<file path="config.mk">
export PLATFORM = sky130hd
export DESIGN_NAME = dshot_frame_tx
export DESIGN_NICKNAME = d
export VERILOG_FILES = /design/src/rtl/dshot_frame_tx.sv
export SDC_FILE = /design/constraint.sdc
export NUM_CORES = 1
export LEC_CHECK = 0
export ABC_AREA = 1
export CORE_ASPECT_RATIO = 0.9
export CORE_MARGIN = 10
export CORE_UTILIZATION = 54
export DETAILED_ROUTE_END_ITERATION = 7
export HOLD_SLACK_MARGIN = 0.06
export PLACE_DENSITY = 0.81
export SLEW_MARGIN = 40
export SYNTH_ARGS = -nofsm -noshare
export SYNTH_HDL_FRONTEND = slang
export SYNTH_SLANG_ARGS = --single-unit
</file>
<file path="constraint.sdc">
create_clock -name clk_in -period 1.7 [get_ports clk_in]
set_input_delay 0.17 -clock clk_in [delete_from_list [all_inputs] [get_ports clk_in]]
set_output_delay 0.17 -clock clk_in [all_outputs]
set_load 0.02 [all_outputs]
</file>
<file path="src/rtl/dshot_frame_tx.sv">
// dshot_frame_tx
//   Serialises one 16-bit DShot frame onto the ESC line. The frame is the
//   11-bit throttle, the telemetry bit and a 4-bit CRC, sent MSB first. Each
//   bit's pulse width comes from the baud divider's half- and quarter-phase
//   levels. The divider runs only while baud_en is high, and its counter is
//   held at 0 while baud_en is low. After the 16th bit the line stays low for
//   GAP_BITS bit periods. frame_done then pulses and the block returns to IDLE.
//
//   Build option: define DSHOT_INVERT_EN for bidirectional (inverted) DShot.
//   This inverts the CRC and the whole line polarity, so the line idles high.
//
// Ports
//   clk_in        system clock
//   reset         synchronous, active-high
//   cmd_valid     command present
//   cmd_ready     command can be accepted (IDLE only)
//   cmd_throttle  11-bit DShot value
//   cmd_telem     telemetry request bit
//   baud_en       enable to the baud divider
//   bit_tick      last clock of each bit period
//   half_phase    second half of a bit period
//   quarter_phase 2nd and 4th quarter of a bit period
//   dshot_out     registered ESC signal
//   busy          high while sending or in the inter-frame gap
//   frame_done    one-cycle pulse when the gap ends
module dshot_frame_tx #(
    parameter int unsigned GAP_BITS = 2
) (
    input  logic        clk_in,
    input  logic        reset,
    input  logic        cmd_valid,
    output logic        cmd_ready,
    input  logic [10:0] cmd_throttle,
    input  logic        cmd_telem,
    output logic        baud_en,
    input  logic        bit_tick,
    input  logic        half_phase,
    input  logic        quarter_phase,
    output logic        dshot_out,
    output logic        busy,
    output logic        frame_done
);

`ifdef DSHOT_INVERT_EN
    localparam logic IDLE_LEVEL = 1'b1;
`else
    localparam logic IDLE_LEVEL = 1'b0;
`endif

    typedef enum logic [1:0] {
        IDLE,
        SEND,
        GAP
    } state_t;

    state_t      state, state_nxt;
    logic [15:0] shreg, shreg_nxt;
    logic [3:0]  bit_cnt, bit_cnt_nxt;
    logic [3:0]  gap_cnt, gap_cnt_nxt;
    logic        line_nxt;        // non-inverted line level for the next cycle
    logic        frame_done_nxt;
    logic        dshot_q;

    function automatic logic [15:0] build_frame(input logic [10:0] thr,
                                                input logic        telem);
        logic [11:0] v;
        logic [3:0]  crc;
        v   = {thr, telem};
        crc = v[3:0] ^ v[7:4] ^ v[11:8];
`ifdef DSHOT_INVERT_EN
        crc = ~crc;
`endif
        return {v, crc};
    endfunction

    always_ff @(posedge clk_in) begin
        if (reset) begin
            state      <= IDLE;
            shreg      <= '0;
            bit_cnt    <= '0;
            gap_cnt    <= '0;
            dshot_q    <= IDLE_LEVEL;
            frame_done <= 1'b0;
        end else begin
            state      <= state_nxt;
            shreg      <= shreg_nxt;
            bit_cnt    <= bit_cnt_nxt;
            gap_cnt    <= gap_cnt_nxt;
            dshot_q    <= line_nxt ^ IDLE_LEVEL;
            frame_done <= frame_done_nxt;
        end
    end

    always_comb begin
        state_nxt      = state;
        shreg_nxt      = shreg;
        bit_cnt_nxt    = bit_cnt;
        gap_cnt_nxt    = gap_cnt;
        line_nxt       = 1'b0;
        frame_done_nxt = 1'b0;

        case (state)
            IDLE: begin
                if (cmd_valid) begin
                    state_nxt   = SEND;
                    shreg_nxt   = build_frame(cmd_throttle, cmd_telem);
                    bit_cnt_nxt = 4'd15;
                end
            end

            SEND: begin
                // A '1' bit is high except in the 4th quarter.
                // A '0' bit is high only in the 1st quarter.
                if (shreg[15])
                    line_nxt = !(half_phase && quarter_phase);
                else
                    line_nxt = !half_phase && !quarter_phase;

                if (bit_tick) begin
                    if (bit_cnt != 4'd0) begin
                        shreg_nxt   = {shreg[14:0], 1'b0};
                        bit_cnt_nxt = bit_cnt - 4'd1;
                    end else begin
                        state_nxt   = GAP;
                        gap_cnt_nxt = 4'(GAP_BITS - 1);
                        line_nxt    = 1'b0;
                    end
                end
            end

            GAP: begin
                if (bit_tick) begin
                    if (gap_cnt != 4'd0) begin
                        gap_cnt_nxt = gap_cnt - 4'd1;
                    end else begin
                        state_nxt      = IDLE;
                        frame_done_nxt = 1'b1;
                    end
                end
            end

            default: state_nxt = IDLE;
        endcase
    end

    assign cmd_ready = (state == IDLE);
    assign baud_en   = (state != IDLE);
    assign busy      = (state != IDLE);
    assign dshot_out = dshot_q;

endmodule
</file>
==> flow_summary.yaml <==
timing:
  worst_hold_slack_ns: 0.4604
  relSlewSlack: 0.7314
  clock_skew_ns: 0.003059
  tightest_slew_ns: 0.4025
  tns_ns: 0
  hold_violations: 0
  finalMaxSlewViolations: 0
  period_share: 0.9039
  rsz0062_at_grt: "false"
  clock.fmax_mhz: 650.8
  period_needed_ns: 1.537
  finalSetupViolCount: 0
placement:
  port-buffer-count: 22
  place_congestion: 0.8223
  place_hpwl_um: 2789
floorplan:
  die_h_um: 72.35
  num_rows: 18
  io_pins: 23
  core_um2: 2838
  design.die.area_um2: 5654
  die_w_um: 78.16
  start_util: 0.5794
power_and_ir_drop:
  clockPowerShare: 0.116
  power_density_nw_per_um2: 1479
  p_int_mw: 1.551
  seqPwrFrac: 0.354
  ir_drop_mv: 0.7816
  combPwrFrac: 0.530
  p_sw_frac: 0.4521
  p_leak_nw: 0.8616
  p_sw_mw: 1.280
flow_run:
  maxCapViolations: 0
synth:
  avgSynthCellArea_um2: 6.656
  synth_common_cells: "78 x nand2_1, 28 x dfxtp_1, 25 x nand3_1, 21 x inv_1, 20 x nor2_1"
  ys_types: 26
  synth_edf_count: 0
  postSynth.asyncResetShare: 0
  ys_seq_area_frac: 0.3409
  yosys_warnings: 0
  synth_top_area_frac: 0.3409
  synth.most_common_cell: "nand2_1"
  syn_area_um2: 1644
  yosysTopAreaCell: "dfxtp_1"
  ys_ff_latch: 28
  synth.net_count: 267
  synthCells: 247
  yosys-top-cells-area: "dfxtp_1 34%, nand2_1 18%, nand3_1 7.6%"
  ys.flop_type: "dfxtp_1"
min_path:
  hold_class: "input port to register"
  min_path_cells: 3
drt:
  viasPerCell: 5.117
  wire_per_inst_um: 11.69
  drtPass1Iterations: 4
  detail_route.iter0.violations: 70
  drc: 0
  via_count: 1576
  wl_um: 3600
  ant_nets: 0
clock_tree:
  h-tree-depth: 1
  postCtsSetupBuffers: 0
  hold_buffers: 0
  cts_sinks: 28
  insertion_delay_ns: 0.33
  clkTransAtPathRegs_ns: 0.15
  cts_buffers: 3
  cts_root_buf: "clkbuf_4"
  ctsLongestPathBuffers: 2
  cts_tree: "built"
global_route:
  gr-usage-met3: 0.03448
  grt_pass1_wl_um: 5954
  grt.total_usage: 0.1265
  grt_start_max_net_pins: 26
  grt_pass1_vias: 1409
  top_usage_layer: "met2"
  antenna_found_initial: 0
  grt_overflow: 0
  grtUsageMet1: 0.1398
  use_met2: 0.2318
critical_path:
  startpoint_type: "register"
  cp_max_fo: 25
  crit_arrival_ns: 1.78
  crit_type: "register to register"
  end_kind: "register"
  cp.required_ns: 1.95
  r2r_cells: 8
run_status:
  outcome: "finished clean"
final_layout:
  nets: 289
  area.growth.synth_to_final_pct: 16.44
  n_antenna_cell: 0
  drive_gt1_frac: 0.1604
## kinds of logic (layout without fill, tap and decap cells)
logic type | Yosys count | count (layout) | synth area share
simple gates | 146 | 146 | 0.3881
buf+inv | 34 | 55 | 0.1043
compound gates | 33 | 33 | 0.1301
flops | 28 | 28 | 0.3409
xor+xnor | 4 | 4 | 0.02131
fa+ha+maj | 2 | 2 | 0.01522
## power groups by stage
stage          clock network (mW)  logic [mW]  registers, mW
5_1_grt                     0.358        1.68           1.03
3_5_place_dp                    0        1.52           1.02
4_1_cts                     0.338        1.51           1.00
6_report                    0.329        1.50           1.00
3_3_place_gp                    0        1.48           1.01
2_1_floorplan                   0        1.25          0.989
## timing repair
action / in CTS / in global routing
cloned: 0 / 0
endpoints found under the setup margin: 2 / 1
pin swaps: 0 / 0
resized for setup: 2 / 1
## layer usage
metal	share of wire	routed length, um
met4	0.0086	31
met1	0.46	1663
met3	0.035	126
met2	0.49	1778
met5	0	0
## state kept, by name (all words and copies together), names as in the netlist
signal	flops
state	2
frame_done	1
dshot_out	1
gap_cnt	4
shreg	16
bit_cnt	4
## per-stage QoR
stage	cells	area, um^2	total power, mW	setup WS [ns]	utilization
after floorplan	247	1644	2.239	0.1603	-
after global placement	304	1878	2.488	0.1125	0.6618
after CTS	308	1912	2.847	0.03340	0.6737
final	308	1914	2.831	0.1634	0.6746
after detailed placement	304	1878	2.539	0.06218	0.6618
after global routing	308	1914	3.068	0.01759	0.6746
## cell type report
type,count,area (um^2)
fill,264,923.4
multi-input combinational,185,912.1
sequential,28,560.5
timing repair buffer,29,272.8
inverter,22,82.58
tap,40,50.05
clock buffer,4,36.28
## layout by cell type (no fill, tap or decap), drive strengths merged, types with 2 or more instances in the layout
cell            n
nand2          92
o21ai           7
clkbuf          4
or2             3
dfxtp          28
xor2            3
ha              2
nand3          25
nor3            3
nor2           22
a21oi          26
buf             7
clkdlybuf4s50  19
dlygate4sd2     2
inv            22
## path summary, 6_finish.rpt
kind	to	from	slack [ns]
min reg2reg	shreg[6]$_SDFFE_PP0P_	shreg[6]$_SDFFE_PP0P_	0.48
max	shreg[2]$_SDFFE_PP0P_	bit_cnt[0]$_SDFFE_PP0P_	0.16
min	frame_done$_SDFF_PP0_	bit_tick	0.46
max reg2reg	shreg[2]$_SDFFE_PP0P_	bit_cnt[0]$_SDFFE_PP0P_	0.16
## worst max-delay path: stages (launching register included)
cell and delay [ns]:
dfxtp_1 0.36, inv_1 0.07, ha_1 0.23, nand2_1 0.12, nand2_1 0.07, nand2_1 0.12, nand2_4 0.22, a21oi_1 0.22
nor2_1 0.05
Power figures use the tool's default switching activity.
